==> config.mk <==
export PLATFORM = sky130hd
export DESIGN_NAME = alu_pipe_flat
export DESIGN_NICKNAME = d
export VERILOG_FILES = /design/src/rtl/alu_pipe_pkg.sv /design/src/rtl/alu_pipe_if.sv /design/src/rtl/alu_pipe_core.sv /design/src/rtl/alu_pipe.sv /design/src/flat_wrapper.sv
export SDC_FILE = /design/constraint.sdc
export NUM_CORES = 1
export LEC_CHECK = 0
export ABC_AREA = 1
export CAP_MARGIN = 0
export CORE_MARGIN = 5
export CORE_UTILIZATION = 50
export CTS_CLUSTER_DIAMETER = 50
export DETAILED_ROUTE_END_ITERATION = 7
export GPL_TIMING_DRIVEN = 0
export PLACE_DENSITY = 0.71
export SETUP_SLACK_MARGIN = 0.1
export SLEW_MARGIN = 20
export SYNTH_ARGS = -nofsm -noshare
export SYNTH_HDL_FRONTEND = slang
export SYNTH_SLANG_ARGS = --single-unit
==> constraint.sdc <==
create_clock -name clock -period 2.1 [get_ports clock]
set_input_delay 0.21 -clock clock [delete_from_list [all_inputs] [get_ports clock]]
set_output_delay 0.21 -clock clock [all_outputs]
set_load 0.05 [all_outputs]
==> src/rtl/alu_pipe_pkg.sv <==
// Shared definitions for the pipelined integer ALU: function encodings, default widths
// and the stage-entry layout.
// Optional feature macro: ALU_PIPE_ZBB_EN (enables MIN/MAX/MINU/MAXU/ANDN/ORN).
package alu_pipe_pkg;

  localparam int unsigned XlenDefault = 32;
  localparam int unsigned TagWDefault = 6;
  localparam int unsigned BmWDefault  = 4;

  // 4-bit function encoding; 10..15 only compute when ALU_PIPE_ZBB_EN is defined.
  typedef enum logic [3:0] {
    AluAdd  = 4'd0,
    AluSub  = 4'd1,
    AluSlt  = 4'd2,
    AluSltu = 4'd3,
    AluAnd  = 4'd4,
    AluOr   = 4'd5,
    AluXor  = 4'd6,
    AluSll  = 4'd7,
    AluSrl  = 4'd8,
    AluSra  = 4'd9,
    AluMin  = 4'd10,
    AluMax  = 4'd11,
    AluMinu = 4'd12,
    AluMaxu = 4'd13,
    AluAndn = 4'd14,
    AluOrn  = 4'd15
  } alu_func_e;

  // Stage entry at the default widths; the pipeline mirrors this layout at its own widths.
  typedef struct packed {
    logic                   valid;
    logic [XlenDefault-1:0] result;
    logic [TagWDefault-1:0] tag;
    logic [BmWDefault-1:0]  bmask;
  } stage_entry_t;

endpackage

==> src/rtl/alu_pipe_if.sv <==
// Issue/CDB side signals of the pipelined ALU. master = issue/CDB side, slave = the ALU.
// Optional feature macro: ALU_PIPE_ZBB_EN (no effect on this interface).
interface alu_pipe_if #(
  parameter int unsigned XLEN  = alu_pipe_pkg::XlenDefault,
  parameter int unsigned TAG_W = alu_pipe_pkg::TagWDefault,
  parameter int unsigned BM_W  = alu_pipe_pkg::BmWDefault
);
  logic             in_valid;
  logic             in_ready;
  logic [XLEN-1:0]  in_opa;
  logic [XLEN-1:0]  in_opb;
  logic [3:0]       in_func;
  logic [TAG_W-1:0] in_tag;
  logic [BM_W-1:0]  in_bmask;
  logic             squash_valid;
  logic [BM_W-1:0]  squash_bmask;
  logic             resolve_valid;
  logic [BM_W-1:0]  resolve_bmask;
  logic             out_valid;
  logic             out_ready;
  logic [XLEN-1:0]  out_result;
  logic [TAG_W-1:0] out_tag;
  logic [BM_W-1:0]  out_bmask;
  logic             busy;

  modport master (
    output in_valid, in_opa, in_opb, in_func, in_tag, in_bmask,
    output squash_valid, squash_bmask, resolve_valid, resolve_bmask, out_ready,
    input  in_ready, out_valid, out_result, out_tag, out_bmask, busy
  );

  modport slave (
    input  in_valid, in_opa, in_opb, in_func, in_tag, in_bmask,
    input  squash_valid, squash_bmask, resolve_valid, resolve_bmask, out_ready,
    output in_ready, out_valid, out_result, out_tag, out_bmask, busy
  );
endinterface

==> src/rtl/alu_pipe_core.sv <==
// Combinational RV32I/RV64I integer ALU: (opa, opb, func) -> result.
// Optional feature macro: ALU_PIPE_ZBB_EN adds MIN/MAX/MINU/MAXU/ANDN/ORN on 10..15.
module alu_pipe_core
  import alu_pipe_pkg::*;
#(
  parameter int unsigned XLEN = XlenDefault
) (
  input  logic [XLEN-1:0] opa,
  input  logic [XLEN-1:0] opb,
  input  logic [3:0]      func,
  output logic [XLEN-1:0] result
);
  localparam int unsigned ShW = $clog2(XLEN);

  logic [ShW-1:0] shamt;
  logic           lt_s;
  logic           lt_u;

  // Shared comparators feed SLT/SLTU and, when enabled, the min/max ops.
  always_comb begin
    shamt = opb[ShW-1:0];
    lt_s  = $signed(opa) < $signed(opb);
    lt_u  = opa < opb;
  end

  // Function decode; unused encodings yield zero.
  always_comb begin
    result = '0;
    case (func)
      AluAdd:  result = opa + opb;
      AluSub:  result = opa - opb;
      AluSlt:  result = {{(XLEN-1){1'b0}}, lt_s};
      AluSltu: result = {{(XLEN-1){1'b0}}, lt_u};
      AluAnd:  result = opa & opb;
      AluOr:   result = opa | opb;
      AluXor:  result = opa ^ opb;
      AluSll:  result = opa << shamt;
      AluSrl:  result = opa >> shamt;
      AluSra:  result = $unsigned($signed(opa) >>> shamt);
`ifdef ALU_PIPE_ZBB_EN
      AluMin:  result = lt_s ? opa : opb;
      AluMax:  result = lt_s ? opb : opa;
      AluMinu: result = lt_u ? opa : opb;
      AluMaxu: result = lt_u ? opb : opa;
      AluAndn: result = opa & ~opb;
      AluOrn:  result = opa | ~opb;
`endif
      default: result = '0;
    endcase
  end
endmodule

==> src/rtl/alu_pipe.sv <==
// Pipelined integer ALU functional unit: computes in the accept cycle, then carries the
// result through STAGES registers to the CDB with valid/ready back-pressure. Each entry
// holds a branch mask so it can be squashed or have resolved bits cleared in flight.
// Optional feature macro: ALU_PIPE_ZBB_EN (forwarded to alu_pipe_core).
module alu_pipe
  import alu_pipe_pkg::*;
#(
  parameter int unsigned XLEN   = XlenDefault,
  parameter int unsigned STAGES = 2,
  parameter int unsigned TAG_W  = TagWDefault,
  parameter int unsigned BM_W   = BmWDefault
) (
  input logic       clock,
  input logic       reset_n,
  alu_pipe_if.slave bus
);
  typedef struct packed {
    logic             valid;
    logic [XLEN-1:0]  result;
    logic [TAG_W-1:0] tag;
    logic [BM_W-1:0]  bmask;
  } entry_t;

  entry_t            stage_q [STAGES];
  entry_t            stage_d [STAGES];
  logic [STAGES-1:0] adv;
  logic              accept_slot;
  logic [XLEN-1:0]   core_result;

  alu_pipe_core #(
    .XLEN(XLEN)
  ) u_core (
    .opa   (bus.in_opa),
    .opb   (bus.in_opb),
    .func  (bus.in_func),
    .result(core_result)
  );

  // Squash is tested against the mask before the resolve clear, so squash wins on a shared bit.
  function automatic entry_t branch_update(entry_t e, logic sq_v, logic [BM_W-1:0] sq_m,
                                           logic rs_v, logic [BM_W-1:0] rs_m);
    entry_t r;
    r = e;
    if (sq_v && |(e.bmask & sq_m)) r.valid = 1'b0;
    if (rs_v) r.bmask = e.bmask & ~rs_m;
    return r;
  endfunction

  // Advance chain from the output backwards: a stage moves when the one ahead is free or moving.
  always_comb begin
    adv = '0;
    adv[STAGES-1] = stage_q[STAGES-1].valid & bus.out_ready;
    for (int i = int'(STAGES) - 2; i >= 0; i--) begin
      adv[i] = stage_q[i].valid & (~stage_q[i+1].valid | adv[i+1]);
    end
    accept_slot = ~stage_q[0].valid | adv[0];
  end

  // Next-state: load each stage from behind when it is empty or draining, then apply branches.
  always_comb begin
    for (int i = 0; i < int'(STAGES); i++) stage_d[i] = stage_q[i];
    if (accept_slot) begin
      stage_d[0].valid  = bus.in_valid;
      stage_d[0].result = core_result;
      stage_d[0].tag    = bus.in_tag;
      stage_d[0].bmask  = bus.in_bmask;
    end
    for (int i = 1; i < int'(STAGES); i++) begin
      // If stage i-1 is empty this copies a bubble, which is how bubbles collapse.
      if (~stage_q[i].valid | adv[i]) stage_d[i] = stage_q[i-1];
    end
    for (int i = 0; i < int'(STAGES); i++) begin
      stage_d[i] = branch_update(stage_d[i], bus.squash_valid, bus.squash_bmask,
                                 bus.resolve_valid, bus.resolve_bmask);
    end
  end

  // Pipeline registers; reset clears every entry immediately.
  always_ff @(posedge clock or negedge reset_n) begin
    if (!reset_n) begin
      for (int i = 0; i < int'(STAGES); i++) stage_q[i] <= '0;
    end else begin
      for (int i = 0; i < int'(STAGES); i++) stage_q[i] <= stage_d[i];
    end
  end

  // Outputs come from the last stage; busy is the OR of all valid bits.
  always_comb begin
    bus.in_ready   = accept_slot;
    bus.out_valid  = stage_q[STAGES-1].valid;
    bus.out_result = stage_q[STAGES-1].result;
    bus.out_tag    = stage_q[STAGES-1].tag;
    bus.out_bmask  = stage_q[STAGES-1].bmask;
    bus.busy       = 1'b0;
    for (int i = 0; i < int'(STAGES); i++) bus.busy = bus.busy | stage_q[i].valid;
  end
endmodule

==> src/flat_wrapper.sv <==
// flat-port wrapper written by rule: the top's interface ports become plain ports
module alu_pipe_flat import alu_pipe_pkg::*;
#(
  parameter int unsigned XLEN   = XlenDefault,
  parameter int unsigned STAGES = 2,
  parameter int unsigned TAG_W  = TagWDefault,
  parameter int unsigned BM_W   = BmWDefault
)
  (clock, reset_n, bus_in_valid, bus_in_opa, bus_in_opb, bus_in_func, bus_in_tag, bus_in_bmask, bus_squash_valid, bus_squash_bmask, bus_resolve_valid, bus_resolve_bmask, bus_out_ready, bus_in_ready, bus_out_valid, bus_out_result, bus_out_tag, bus_out_bmask, bus_busy);
  alu_pipe_if #(.XLEN(XLEN), .TAG_W(TAG_W), .BM_W(BM_W)) bus_i ();
  input logic clock;
  input logic reset_n;
  input wire logic [$bits(bus_i.in_valid)-1:0] bus_in_valid;
  input wire logic [$bits(bus_i.in_opa)-1:0] bus_in_opa;
  input wire logic [$bits(bus_i.in_opb)-1:0] bus_in_opb;
  input wire logic [$bits(bus_i.in_func)-1:0] bus_in_func;
  input wire logic [$bits(bus_i.in_tag)-1:0] bus_in_tag;
  input wire logic [$bits(bus_i.in_bmask)-1:0] bus_in_bmask;
  input wire logic [$bits(bus_i.squash_valid)-1:0] bus_squash_valid;
  input wire logic [$bits(bus_i.squash_bmask)-1:0] bus_squash_bmask;
  input wire logic [$bits(bus_i.resolve_valid)-1:0] bus_resolve_valid;
  input wire logic [$bits(bus_i.resolve_bmask)-1:0] bus_resolve_bmask;
  input wire logic [$bits(bus_i.out_ready)-1:0] bus_out_ready;
  output wire logic [$bits(bus_i.in_ready)-1:0] bus_in_ready;
  output wire logic [$bits(bus_i.out_valid)-1:0] bus_out_valid;
  output wire logic [$bits(bus_i.out_result)-1:0] bus_out_result;
  output wire logic [$bits(bus_i.out_tag)-1:0] bus_out_tag;
  output wire logic [$bits(bus_i.out_bmask)-1:0] bus_out_bmask;
  output wire logic [$bits(bus_i.busy)-1:0] bus_busy;
  assign bus_i.in_valid = bus_in_valid;
  assign bus_i.in_opa = bus_in_opa;
  assign bus_i.in_opb = bus_in_opb;
  assign bus_i.in_func = bus_in_func;
  assign bus_i.in_tag = bus_in_tag;
  assign bus_i.in_bmask = bus_in_bmask;
  assign bus_i.squash_valid = bus_squash_valid;
  assign bus_i.squash_bmask = bus_squash_bmask;
  assign bus_i.resolve_valid = bus_resolve_valid;
  assign bus_i.resolve_bmask = bus_resolve_bmask;
  assign bus_i.out_ready = bus_out_ready;
  assign bus_in_ready = bus_i.in_ready;
  assign bus_out_valid = bus_i.out_valid;
  assign bus_out_result = bus_i.out_result;
  assign bus_out_tag = bus_i.out_tag;
  assign bus_out_bmask = bus_i.out_bmask;
  assign bus_busy = bus_i.busy;
  alu_pipe #(.XLEN(XLEN), .STAGES(STAGES), .TAG_W(TAG_W), .BM_W(BM_W)) u_core (.clock(clock), .reset_n(reset_n), .bus(bus_i));
endmodule
# Word-level counts from Yosys, hierarchy flattened
# Cells that the tools add are included.
word_totals:
  register_bits: 86
  input_bits: 92
  output_inout_bits: 45
  word_cells: 53
classes:
  n_addsub: 2
  magnitude_cmp: 2
  eq_ne: 9
  shift: 3
  muxes: 7
  bitwise: 15
  n_reduce_logical: 7
op_table:
  columns: ["operator", "count"]
  rows:
  - ["$pmux W32 S10", 1]
  - ["$mux W43", 2]
  - ["$lt A32 B32 Y1", 2]
  - ["$add A32 B32 Y32", 1]
  - ["$and A32 B32 Y32", 1]
  - ["$or A32 B32 Y32", 1]
  - ["$shl A32 B5 Y32", 1]
  - ["$shr A32 B5 Y32", 1]
  - ["$sshr A32 B5 Y32", 1]
  - ["$sub A32 B32 Y32", 1]
  - ["$xor A32 B32 Y32", 1]
  - ["$and A4 B4 Y4", 4]
  - ["$eq A4 B3 Y1 const B", 4]
  - ["$eq A4 B2 Y1 const B", 2]
  - ["$eq A4 B4 Y1 const B", 2]
  - ["$mux W4", 2]
  - ["$reduce_or A4 Y1", 2]
  - ["$eq A4 B1 Y1 const B", 1]
  - ["$logic_not A4 Y1", 1]
  - ["$not A4 Y4", 1]
  - ["$reduce_bool A2 Y1", 2]
  - ["$or A1 B1 Y1", 3]
  - ["$and A1 B1 Y1", 2]
  - ["$logic_and A1 B1 Y1", 2]
  - ["other kinds (2)", 4]

# Longest topological paths before layout
depth:
  word_depth: 9
  ltp_mapped: 21
  depth_no_buf: 18

# Modules after synthesis
# Synthesis repeated with hierarchy kept, for this count alone.
hier_totals:
  cells_unflattened: 2551
  area_unflattened_um2: 13884.6
modules_own_cells:
  columns: ["mod", "n_inst", "cells_per_inst", "area_per_inst_um2", "seq_area_each_um2"]
  rows:
  - ["alu_pipe_core", 1, 2106, 10139.7, 0.0]
  - ["alu_pipe", 1, 445, 3744.8, 2152.1]

# Least setup slack after synthesis
# No wires, ideal clock.
synth_path:
  kind: "input -> register"
  from: "input port bus_in_opb[4]"
  to: "register u_core.stage_q[53] (netlist name)"
  setup_time_ns: 0.117
  t_arrival_ns: 2.157
  required_time_ns: 1.983
  setup_slack_ns: -0.174
  stages: 19
  n_path_buf: 3
  path_cell_list: "inv_1 -> clkbuf_1 -> buf_2 -> ha_1 -> buf_2 -> nor2_1 -> nand2_1 -> inv_1 -> nand2_1 -> nand2_1 -> nand2_1 -> nand2_1 -> nand2_1 -> nand2_1 -> nor2_1 -> nor2_1 -> nand2_1 -> nand2_1 -> nand2_1"
synth_between:
  elab_chain_cells: 2
  elab_cells_between_ends: 6
  cone_classes: "order compare: 2; shift: 3; mux: 1"
synth_rtl:
  columns: ["element", "line_no", "text"]
  rows:
  - ["from (decl)", "flat_wrapper.sv:15", "input wire logic [$bits(bus_i.in_opb)-1:0] bus_in_opb;"]
  - ["$lt A32 B32 Y1 (tied with other cells)", "alu_pipe_core.sv:23", "lt_u = opa < opb;"]
  - ["$pmux W32 S10 *", "alu_pipe_core.sv:29", "case (func)"]
# Mark *: on every way between the ends. The rest lies on a longest branch, timed or not.
# A chain may end at the register's enable or synchronous reset.

# Worst setup path in the final report
layout_path:
  from: "input port bus_in_opb[3]"
  to: "register u_core.stage_q[57] (netlist name)"
layout_between:
  elab_chain_cells: 2
  elab_cells_between_ends: 6
  cone_classes: "add/sub: 2; shift: 3; mux: 1"
layout_rtl:
  columns: ["element", "line_no", "text"]
  rows:
  - ["$sub A32 B32 Y32 (tied with other cells)", "alu_pipe_core.sv:31", "AluSub: result = opa - opb;"]
  - ["$pmux W32 S10 *", "alu_pipe_core.sv:29", null]
# Marked as above.

==> impl_metrics.yaml <==
sta:
  hold_viol: 0
  tightest_hold_margin_ps: 290
  max_slew.worst_pin.slew_ps: 780
  slew_headroom: 0.480
  worst_clock_skew_ps: 8.87
  rsz0062_at_grt: "yes"
  min_period_ps: 2270
  fmaxAchievable_mhz: 441
  final_period_utilization: 1.08
  totalNegativeSetupSlack_ps: -1000
  finalSetupViolCount: 19
  postLayoutSetupSlackWorst_ps: -168
  pins_over_slew_limit: 0
global_routing:
  global_route.usage.total: 0.451
  grt_antenna_before_repair: 0
  grt_start_max_net_pins: 61
  globalRouteMet3Util: 0.0996
  grt_pass1_vias: 18100
  grt.overflow.total: 0
  met1_usage: 0.544
  grt_most_used_layer: "met2"
  grt_pass1_wl_um: 107000
  globalRouteMet2Util: 0.719
routing:
  drt_first_pass_iters: 8
  wl_um: 75900
  wire_per_inst_um: 24.5
  drt_iter0_drc: 3210
  detail_route.vias_per_cell: 6.29
  vias_post_dr: 19500
  drc_violation_count_after_routing: 0
  route.antenna.remaining_nets: 0
worst_setup_path:
  crit_required_ps: 2320
  cp_slowest_cell: "nand4_1"
  critical_path_peak_fanout: 5
  regToRegEndpoint: "u_core.bus.out_valid"
  r2r_slack_ps: 250
  critical_path.startpoint_type: "input pin"
  timing.reg2reg.worst_path_depth: 7
  worstPathCellList: "buf_8 > buf_8 > inv_6 > buf_8 > buf_12 > ha_4 > buf_12 > nor2_4 > nand2_2 > nand3_4 > o21ai_4 > a21oi_2 > nor2_1 > nand4_1 > nand2_1 > nand2_1"
  endpoint_kind: "flop"
  cp-startpoint: "bus_in_opb[3]"
  crit_arrival_ps: 2490
  r2r-start: "u_core.bus.out_valid"
  destination_of_the_critical_timing_path: "u_core.stage_q[57]"
  delay_of_the_slowest_critical_path_stage_ps: 360
  worstSetupPathType: "input pin to flop"
  path_common_cell: "buf_8"
cells_and_area:
  fillers: 2333
  syn_to_final_growth_pct: 38.4
  drive_gt1_frac: 0.298
  finalNetCount: 2910
  layout_common_cells: "nand2_1, nand3_1, inv_1"
  fin_cells: 3102
  layout_commonest_cell: "nand2_1"
  multi_input_area_um2: 11800
  antenna_cells_inserted: 0
  layout.area.seq_um2: 2150
  stdcell_area_um2: 19300
floorplan:
  fp.coreArea_um2: 27700
  rows: 61
  floorplan.die_area_um2: 31400
  initial_core_util: 0.504
  die_height_um: 177
  die_x_um: 177
  top_level_ports: 137
synth:
  ys_seq_elements: 86
  synthCells: 2485
  synth_fp_nets: 2676
  ys_seq_area_frac: 0.154
  synth.distinct_cells: 53
  postSynthAreaPerCell_um2: 5.62
  synth_edf_count: 0
  synth-main-ff-cell: "dfrtp_1"
  synthArstFlopShare: 1.00
  synth.cell_area_um2: 14000
  warnings_from_yosys: 0
run_status:
  violations: "negative setup slack"
  status: "complete, but fails checks"
power_and_ir_drop:
  power_density_nw_per_um2: 489
  power.ir.vdd_worst_v: 0.000511
  netSwitchingPower_mw: 4.50
  power.share.clock: 0.189
  cellInternalPower_mw: 4.95
  net_switching_fraction_of_the_power: 0.476
  static-leakage-power_nw: 10.3
  total_power_mw: 9.45
  seq_power_share: 0.217
  combPwrFrac: 0.594
clocking:
  tritoncts: "done"
  worst_setup_hold_path_clk_slew_ps: 60
  cts_made_buffers: 9
  cts_max_path_buffers: 2
  clock_root_buffer: "clkbuf_16"
  maximum_level_of_the_cts_h_tree: 3
  clk-insertion-delay-late_ps: 350
  clock_sinks: 86
placement:
  dpl_cell_area_um2: 16000
  gpl.final_weighted_congestion: 1.08
  dp_cells: 2999
  place.detailed.hpwl_um: 55900
  buffer_ports.inserted: 135
hold_path:
  min-delay-path-class: "input pin to flop"
flow_run:
  maxCapViolCount: 0
how the worst min path moves through the flow:
stage	cells after the start	slack [ps]	from	endpoint
final	2	290	bus_resolve_valid	u_core.stage_q[46]
after global routing	2	300	bus_resolve_valid	u_core.stage_q[44]
after CTS	2	260	bus_resolve_valid	u_core.bus.out_bmask[3]
after detailed placement	1	150	reset_n	u_core.bus.out_tag[2]
after global placement	2	460	u_core.stage_q[83]	u_core.stage_q[83]
after floorplan	0	-90	reset_n	u_core.bus.out_bmask[0]
state kept, by name (all words and copies together), names as in the netlist:
signal                 flops
u_core.stage_q            43
u_core.bus.out_tag         6
u_core.bus.out_bmask       4
u_core.bus.out_valid       1
u_core.bus.out_result     32
per-layer routing:
layer	up-vias	part of all wire	wire length, um
met1	8940	0.34	25900
met3	498	0.12	9190
met2	1656	0.44	33000
li1	8405	-	-
met4	0	0.10	7790
met5	-	0	0
per-stage QoR:
step / setup WS, ps / util
4_1_cts: -2.82 / 0.663
6_report: -168 / 0.697
2_1_floorplan: 95.5 / -
3_5_place_dp: -1770 / 0.577
3_3_place_gp: -1970 / 0.576
5_1_grt: -175 / 0.697
cells in the mapped netlist, types with 2 or more instances:
master / n / area, um^2
nand3_1: 436 / 2180
nor4_1: 3 / 18.8
nand2_2: 16 / 100
nor3_1: 22 / 110
o21ai_1: 12 / 60.1
buf_1: 5 / 18.8
nand4_1: 36 / 225
nand2_4: 5 / 56.3
nor2_1: 153 / 574
nand3b_1: 7 / 52.6
nand2_1: 846 / 3180
nor2_2: 4 / 25.0
clkbuf_2: 2 / 10.0
inv_1: 341 / 1280
nand3_2: 2 / 20.0
o21a_1: 3 / 22.5
buf_2: 55 / 275
fa_1: 2 / 40.0
a21oi_1: 91 / 455
o211ai_1: 13 / 97.6
o21bai_1: 6 / 45.0
inv_2: 7 / 26.3
o22ai_1: 26 / 163
mux2_2: 32 / 360
ha_1: 97 / 1210
o21ai_0: 53 / 265
clkbuf_1: 15 / 56.3
or2_2: 5 / 31.3
buf_4: 57 / 428
buf_6: 12 / 135
dfrtp_1: 86 / 2150
xor2_1: 2 / 17.5
nor2_4: 3 / 33.8
and2_1: 11 / 68.8
cell type report:
type                       count  area share
multi-input combinational   1902       0.608
sequential                    86       0.111
timing repair buffer         226       0.104
inverter                     350      0.0724
buffer                       144      0.0622
tap                          378      0.0245
clock buffer                  10      0.0124
clock inverter                 6     0.00473
logic make-up (layout without fill, tap and decap cells):
logic type | Yosys count | in the layout | share of synthesized area
AND/OR/NAND/NOR | 1553 | 1553 | 0.480
buffers and inverters | 497 | 736 | 0.162
AO/OA/AOI/OAI | 216 | 216 | 0.0864
adder cells (fa/ha/maj) | 99 | 99 | 0.0898
flip-flops | 86 | 86 | 0.154
multiplexers | 32 | 32 | 0.0258
XOR/XNOR | 2 | 2 | 0.00126
worst max-delay path, delay by kind of cell:
kind                     cells  cell delay [ps]
adder cells (fa/ha/maj)      1              320
buffers and inverters        6              630
AO/OA/AOI/OAI                2              270
AND/OR/NAND/NOR              7             1050
power groups by stage:
| stage | clock (mW) | combinational, mW | sequential (mW) |
|---|---|---|---|
| after floorplan | 0 | 2.84 | 2.02 |
| after global placement | 0 | 4.29 | 2.03 |
| after detailed placement | 0 | 4.36 | 2.06 |
| after CTS | 1.78 | 5.00 | 2.04 |
| after global routing | 1.87 | 5.86 | 2.07 |
| final | 1.79 | 5.61 | 2.05 |
what timing repair did:
item | in CTS | in global routing
gates cloned | 4 | 0
resized for setup | 620 | 291
hold buffers | 1 | 0
setup buffers | 56 | 29
endpoints found under the hold margin | 26 | 0
setup endpoints to repair | 33 | 33
pin swaps | 133 | 123
Note: power is estimated with default switching activity, not from simulation.
